--- config.mk ---
export PLATFORM = sky130hd
export DESIGN_NAME = rv32_writeback_arbiter
export DESIGN_NICKNAME = d
export VERILOG_FILES = /design/src/rtl/rv32_writeback_arbiter.sv
export SDC_FILE = /design/constraint.sdc
export NUM_CORES = 1
export LEC_CHECK = 0
export CORE_AREA = 2 2 122 124
export DETAILED_ROUTE_END_ITERATION = 10
export DIE_AREA = 0 0 124 126
export DONT_BUFFER_PORTS = 1
export GPL_TIMING_DRIVEN = 0
export RECOVER_POWER = 50
export SYNTH_ARGS = -nofsm -noshare
export SYNTH_HDL_FRONTEND = slang
export SYNTH_SLANG_ARGS = --single-unit
--- constraint.sdc ---
create_clock -name clk -period 7.75 [get_ports clk]
set_input_delay 0.775 -clock clk [delete_from_list [all_inputs] [get_ports clk]]
set_output_delay 0.775 -clock clk [all_outputs]
set_load 0.01 [all_outputs]
--- src/rtl/rv32_writeback_arbiter.sv ---
// Single register-file write port shared by the one-cycle pipeline path and a
// FIFO-buffered multi-cycle path, plus the busy scoreboard decode stalls on.
module rv32_writeback_arbiter #(
  parameter int FIFO_DEPTH   = 2,
  parameter int STARVE_LIMIT = 4
) (
  input  logic        clk,
  input  logic        resetn,
  input  logic        pipe_valid,
  input  logic [4:0]  pipe_rd,
  input  logic [31:0] pipe_data,
  output logic        pipe_stall,
  input  logic        mc_issue,
  input  logic [4:0]  mc_issue_rd,
  input  logic        mc_valid,
  output logic        mc_ready,
  input  logic [4:0]  mc_rd,
  input  logic [31:0] mc_data,
  output logic        rf_write,
  output logic [4:0]  rf_rw,
  output logic [31:0] rf_d,
  output logic [31:0] busy
);
  localparam int AW = (FIFO_DEPTH > 1) ? $clog2(FIFO_DEPTH) : 1;
  localparam int CW = $clog2(FIFO_DEPTH + 1);
  localparam int SW = $clog2(STARVE_LIMIT + 1);

  logic [4:0]    q_rd [FIFO_DEPTH];
  logic [31:0]   q_d  [FIFO_DEPTH];
  logic [AW-1:0] head, tail;
  logic [CW-1:0] count;
  logic [SW-1:0] starve, starve_next;
  logic [31:0]   busy_next;
  logic          full, empty, pipe_win, xfer, mc_live, pop, push, bypass;

  assign full     = (count == CW'(FIFO_DEPTH));
  assign empty    = (count == '0);
  assign mc_ready = resetn & ~full;

  always_comb begin
    pipe_win = pipe_valid && (pipe_rd != 5'd0);
    xfer     = mc_valid && mc_ready;
    // x0 results are acknowledged but never buffered or written
    mc_live  = xfer && (mc_rd != 5'd0);
    pop      = !pipe_win && !empty;
    bypass   = !pipe_win && empty && mc_live;
    push     = mc_live && !bypass;
  end

  always_comb begin
    busy_next = busy;
    if (pop)         busy_next[q_rd[head]] = 1'b0;
    else if (bypass) busy_next[mc_rd]      = 1'b0;
    // a fresh issue to the same register outranks the retiring write
    if (mc_issue && (mc_issue_rd != 5'd0)) busy_next[mc_issue_rd] = 1'b1;
  end

  always_comb begin
    starve_next = starve;
    if (empty || pop)                                     starve_next = '0;
    else if (pipe_win && (starve != SW'(STARVE_LIMIT)))   starve_next = starve + SW'(1);
  end

  always_ff @(posedge clk) begin
    if (!resetn) begin
      rf_write   <= 1'b0;
      rf_rw      <= 5'd0;
      rf_d       <= 32'd0;
      busy       <= 32'd0;
      pipe_stall <= 1'b0;
      starve     <= '0;
      head       <= '0;
      tail       <= '0;
      count      <= '0;
    end else begin
      rf_write <= pipe_win | pop | bypass;
      if (pipe_win) begin
        rf_rw <= pipe_rd;
        rf_d  <= pipe_data;
      end else if (pop) begin
        rf_rw <= q_rd[head];
        rf_d  <= q_d[head];
      end else if (bypass) begin
        rf_rw <= mc_rd;
        rf_d  <= mc_data;
      end
      if (push) tail <= tail + AW'(1);
      if (pop)  head <= head + AW'(1);
      count      <= count + CW'(push) - CW'(pop);
      busy       <= busy_next;
      starve     <= starve_next;
      pipe_stall <= (starve_next == SW'(STARVE_LIMIT));
    end
  end

  // storage needs no reset; occupancy is tracked by count
  always_ff @(posedge clk) begin
    if (resetn && push) begin
      q_rd[tail] <= mc_rd;
      q_d[tail]  <= mc_data;
    end
  end
endmodule

## After elaboration in Yosys (flattened, before gate mapping)

Memories as Yosys holds them, arrays and structs flattened. A register that Yosys moved wholly into a read port is not among the register bits.
Index checks and enable logic that the tools add are counted.

| storage, ports and cells | value |
|---|---|
| flip-flop bits (word level) | 78 |
| RAM bits | 74 |
| logic and storage cells | 79 |
| input bits | 84 |
| memories kept | 2 |
| output and inout bits | 72 |

Memories:

| memory | words | width | read ports | clocked after Yosys merged registers in | write ports | RTL line | source |
|---|---|---|---|---|---|---|---|
| q_d | 2 | 32 | 1 | 1 | 1 | 29 | `logic [31:0] q_d [FIFO_DEPTH];` |
| q_rd | 2 | 5 | 1 | 1 | 1 | 28 | `logic [4:0] q_rd [FIFO_DEPTH];` |

| cells by class | value |
|---|---|
| magnitude comparators | 6 |
| muxes and demuxes | 23 |
| equality and inequality tests | 3 |
| bitwise operators | 9 |
| reduce and logical (&&, ||, !) cells | 22 |
| $add $sub $neg | 5 |

Operators with widths:

| kind | number |
|---|---|
| $mux W32 | 6 |
| $and A32 B32 Y32 | 2 |
| $not A32 Y32 | 2 |
| $or A32 B32 Y32 | 1 |
| $lt A5 B6 Y1 const B | 3 |
| $demux W1 S5 | 3 |
| $ge A5 B1 Y1 const B | 3 |
| $mux W5 | 3 |
| $reduce_bool A5 Y1 | 3 |
| $logic_and A1 B1 Y1 | 13 |
| $mux W1 | 9 |
| $mux W3 | 2 |
| $add A3 B1 Y3 const B | 1 |
| $eq A3 B3 Y1 const B | 1 |
| $logic_not A1 Y1 | 3 |
| $ne A3 B3 Y1 const B | 1 |
| $reduce_bool A3 Y1 | 1 |
| $add A1 B1 Y1 const B | 2 |
| $add A2 B1 Y2 | 1 |
| $eq A2 B2 Y1 const B | 1 |
| $logic_not A2 Y1 | 1 |
| $or A1 B1 Y1 | 2 |
| $sub A2 B1 Y2 | 1 |
| $and A1 B1 Y1 | 1 |
| 2 further kinds | 2 |

## Longest topological paths before layout

| depth | value |
|---|---|
| depth in word-level cells | 11 |
| mapped depth | 12 |
| mapped depth without buffers | 9 |

## Least setup slack after synthesis

No wires, ideal clock.

| path | value |
|---|---|
| kind | in2reg |
| from | input port pipe_valid |
| to | memory q_d[1][0], enable pin |
| arrival time | 2.631 ns |
| data required time | 7.352 ns |
| setup time | 0.398 ns |
| buffers on the path | 2 |
| path slack | 4.721 ns |
| stages on the path | 5 |
| path through | clkbuf_1 nor3_1 a21oi_1 clkbuf_1 and3_1 |

| on the way | value |
|---|---|
| longest elaborated chain between the ends | 9 |

Ends and longest elaborated chain:

| element | RTL line | source |
|---|---|---|
| from (decl) | 9 | `input logic pipe_valid,` |
| $logic_and A1 B1 Y1 | 41 | `pipe_win = pipe_valid && (pipe_rd != 5'd0);` |
| $logic_not A1 Y1 | 46 | `bypass = !pipe_win && empty && mc_live;` |
| $logic_and A1 B1 Y1 (2 in series) | 46 |  |
| $logic_not A1 Y1 | 47 | `push = mc_live && !bypass;` |
| $logic_and A1 B1 Y1 | 47 |  |
| $logic_and A1 B1 Y1 | 98 | `if (resetn && push) begin` |
| $mux W1 | 98 |  |
| $mux W1 (implied by the code) | 100 | `q_d[tail] <= mc_data;` |
| to (decl) | 29 |  |

No other way between the ends.

## Worst setup path after layout

| path | value |
|---|---|
| from | input port pipe_valid |
| to | register count[1] |

| on the way | value |
|---|---|
| elaborated cells between the ends (all ways) | 9 |
| classes of those cells | add/sub (2); reduce/logical (7) |

RTL lines:

| element | RTL line | source |
|---|---|---|
| $logic_and A1 B1 Y1 | 41 |  |
| $logic_not A1 Y1 | 45 | `pop = !pipe_win && !empty;` |
| $logic_and A1 B1 Y1 | 45 |  |
| via pop | 34 | `logic full, empty, pipe_win, xfer, mc_live, pop, push, bypass;` |
| $sub A2 B1 Y2 | 89 | `count <= count + CW'(push) - CW'(pop);` |
| to (signal assigned) | 89 |  |
| to (decl) | 31 | `logic [CW-1:0] count;` |

The timed path passes the listed nets, and every way through them passes these cells.
A chain may end at the register's enable or synchronous reset.

==> impl_metrics.toml <==
[floorplanning]
die_h_um = 126
coreArea_um2 = 14300
design.die.area_um2 = 15600
start_util_pct = 48.8
die_width_um = 124
rows = 44
pin_count = 156

[sta]
fmax_ghz = 0.355
finalWorstSetupSlack_ps = 4930
hold_viol_final = 0
finalClockSkew_ps = 9.18
slew_headroom_pct = 32.6
setup_viol = 0
drv_slew = 0
period_needed_ps = 2820
post-route-period-util_pct = 36.4
setup_tns_ps = 0
worstMarginPinSlew_ps = 1010
rsz0062_at_grt = "no"

[pwr]
power.density_nw_per_um2 = 311
vdd_drop_max_uv = 178
p_leak_nw = 2.50

[place]
portBuffers = 0
dp_slack_ps = 4460
placed_area_um2 = 7240
place_congestion = 0.941
dpl.hpwl_um = 14700

[yosys]
synthTopCellsByCount = "dfxtp_1, edfxtp_1, nand2_1"
synthArstFlopShare_pct = 0
synth_area_leaders = "edfxtp_1, dfxtp_1, nand2_1, o311ai_0, mux2i_1"
yosysTopAreaCellShare_pct = 31.8
yosys_register_bits = 153
syn_area_um2 = 6990
syn_avg_cell_area_um2 = 10.6
netlist_instances = 658
synth_edf_count = 74
yosysMostFrequentCell = "dfxtp_1"
seq_area_frac_synth_pct = 54.4
synth_nets = 746
synth_ff_type = "dfxtp_1"
yosysTopAreaCell = "edfxtp_1"
ys_warn_count = 0
synth.distinct_cells = 55

[critical_path]
cpLargestDelayFamily = "buffers and inverters"
cp.arrival_ps = 3120
cp.required_ps = 8050
worst-r2r-cell-count = 6
cp-start-kind = "input pin"
max_stage_delay_ps = 480
path_class = "input pin to register"
slowest_stage = "clkbuf_1"
worstSetupEndpointType = "register"
path_depth = 12
crit_buf_inv = 5
cp_max_fo = 10
path_cells = "clkbuf_1 -> o31a_1 -> buf_2 -> buf_2 -> clkbuf_1 -> nor2_1 -> ha_1 -> inv_1 -> ha_1 -> xor2_1 -> xnor2_1 -> nor2_1"

[worst_hold_path]
min_path_type = "input pin to register"
holdPathStages = 0

[clock_network]
cts_buffers = 17
postCtsSetupBuffers = 0
cts_sinks = 153
cts.hold.buffers_added = 0
root_buffer = "clkbuf_16"
path_clk_slew_ps = 60
htreeDepth = 4
cts-resized-gates = 0
cts_max_path_buffers = 2
clock_latency_ps = 430
cts_tree = "yes"

[layout]
drive_gt1_share_pct = 10.7
num-nets-final = 766
area_growth_pct = 12.3
nFillCells = 1294
diodes = 0
finalInstanceArea_um2 = 7850

[grt]
grt_start_max_net_pins = 38
overflow = 0
antenna_found_initial = 0
grt_pass1_vias = 5826
grt_pass1_wl_um = 32200
grt_usage_pct = 27.4

[drt]
drt_iter0_drc = 651
vias_per_cell = 6.71
drcViolationCount = 0
routed_wirelength_um = 21100
vias = 5868
ant_nets = 0
drt-pass1-iter-count = 6
wl_per_cell_um = 24.1

[outcome]
status = "completed"

[run]
drv_cap = 0
## power breakdown
part / internal, mW / leakage, nW / switching (mW)
Sequential: 0.935 / 1.32 / 0.0746
Clock: 0.515 / 0.302 / 0.337
Combinational: 0.190 / 0.873 / 0.386
Total: 1.64 / 2.50 / 0.798
## cell families (layout without fill, tap and decap cells)
| family | count (synthesis) | count (layout) | share of synthesized area (%) |
|---|---|---|---|
| buffers and inverters | 66 | 99 | 4.42 |
| flip-flops | 153 | 153 | 54.4 |
| AO/OA/AOI/OAI | 183 | 183 | 18.9 |
| AND/OR/NAND/NOR | 210 | 210 | 15.3 |
| multiplexers | 39 | 39 | 5.89 |
| adder cells (fa/ha/maj) | 4 | 4 | 0.716 |
| XOR/XNOR | 3 | 3 | 0.376 |
## through the flow
stage	util [%]	power (mW)	hold WS (ps)	std cells
floorplan	-	1.42	458	658
global placement	50.4	1.59	467	842
detailed placement	50.6	1.60	483	843
CTS	54.9	2.45	422	875
global route	54.8	2.55	418	875
finish	54.8	2.44	436	875
## flip-flops by register name, indices dropped and copies added, names as in the netlist, named ones only
name        count
count           2
rf_rw           5
q_rd           10
q_d            64
rf_d           32
head            1
tail            1
busy           32
pipe_stall      1
rf_write        1
starve          3
## final timing paths
check | from | endpoint | slack, ps
hold reg to reg | head | head | 510
hold / removal | mc_data[18] | q_d[0][18] | 440
setup reg to reg | count[0] | q_d[0][23] | 5020
setup / recovery | pipe_valid | count[1] | 4930
## cell type report
class | count | area, um2 | area share (%)
flip-flops and latches | 153 | 3800 | 48.5
multi-input cells | 439 | 2870 | 36.6
repair buffers | 1 | 20.0 | 0.255
clock buffers | 26 | 574 | 7.32
inverters | 7 | 26.3 | 0.335
clock inverters | 6 | 43.8 | 0.558
plain buffers | 59 | 280 | 3.57
well taps | 184 | 230 | 2.93
## layout by cell type (no fill, tap or decap), types with 3 or more instances in the layout
cell type and n:
nand4_1 4, clkbuf_1 40, and3b_1 4, nor3b_1 3, nand3b_1 3, dfxtp_1 79, buf_2 13, o21ai_0 21
mux2_2 17, o31ai_1 18, a21oi_1 10, inv_1 5, clkbuf_8 3, a311oi_1 19, clkbuf_16 21, o22ai_1 28
and2_1 3, or4bb_1 3, nor2_1 16, or3_1 6, mux2i_1 22, edfxtp_1 74, nand3_1 25, o211ai_1 30
o311ai_0 30, nor4_1 17, buf_6 5, a31oi_1 18, nor3_1 41, ha_1 4, nand2_1 70, nand2b_1 5
## per-layer routing
metal,vias to the layer above,track usage [%],part of all wire [%]
met4,0,12.8,3.3
met2,299,43.1,47
met3,53,8.97,9.1
met1,2873,34.2,41
li1,2643,-,-
met5,-,0,0
Note: power is estimated with default switching activity, not from simulation.
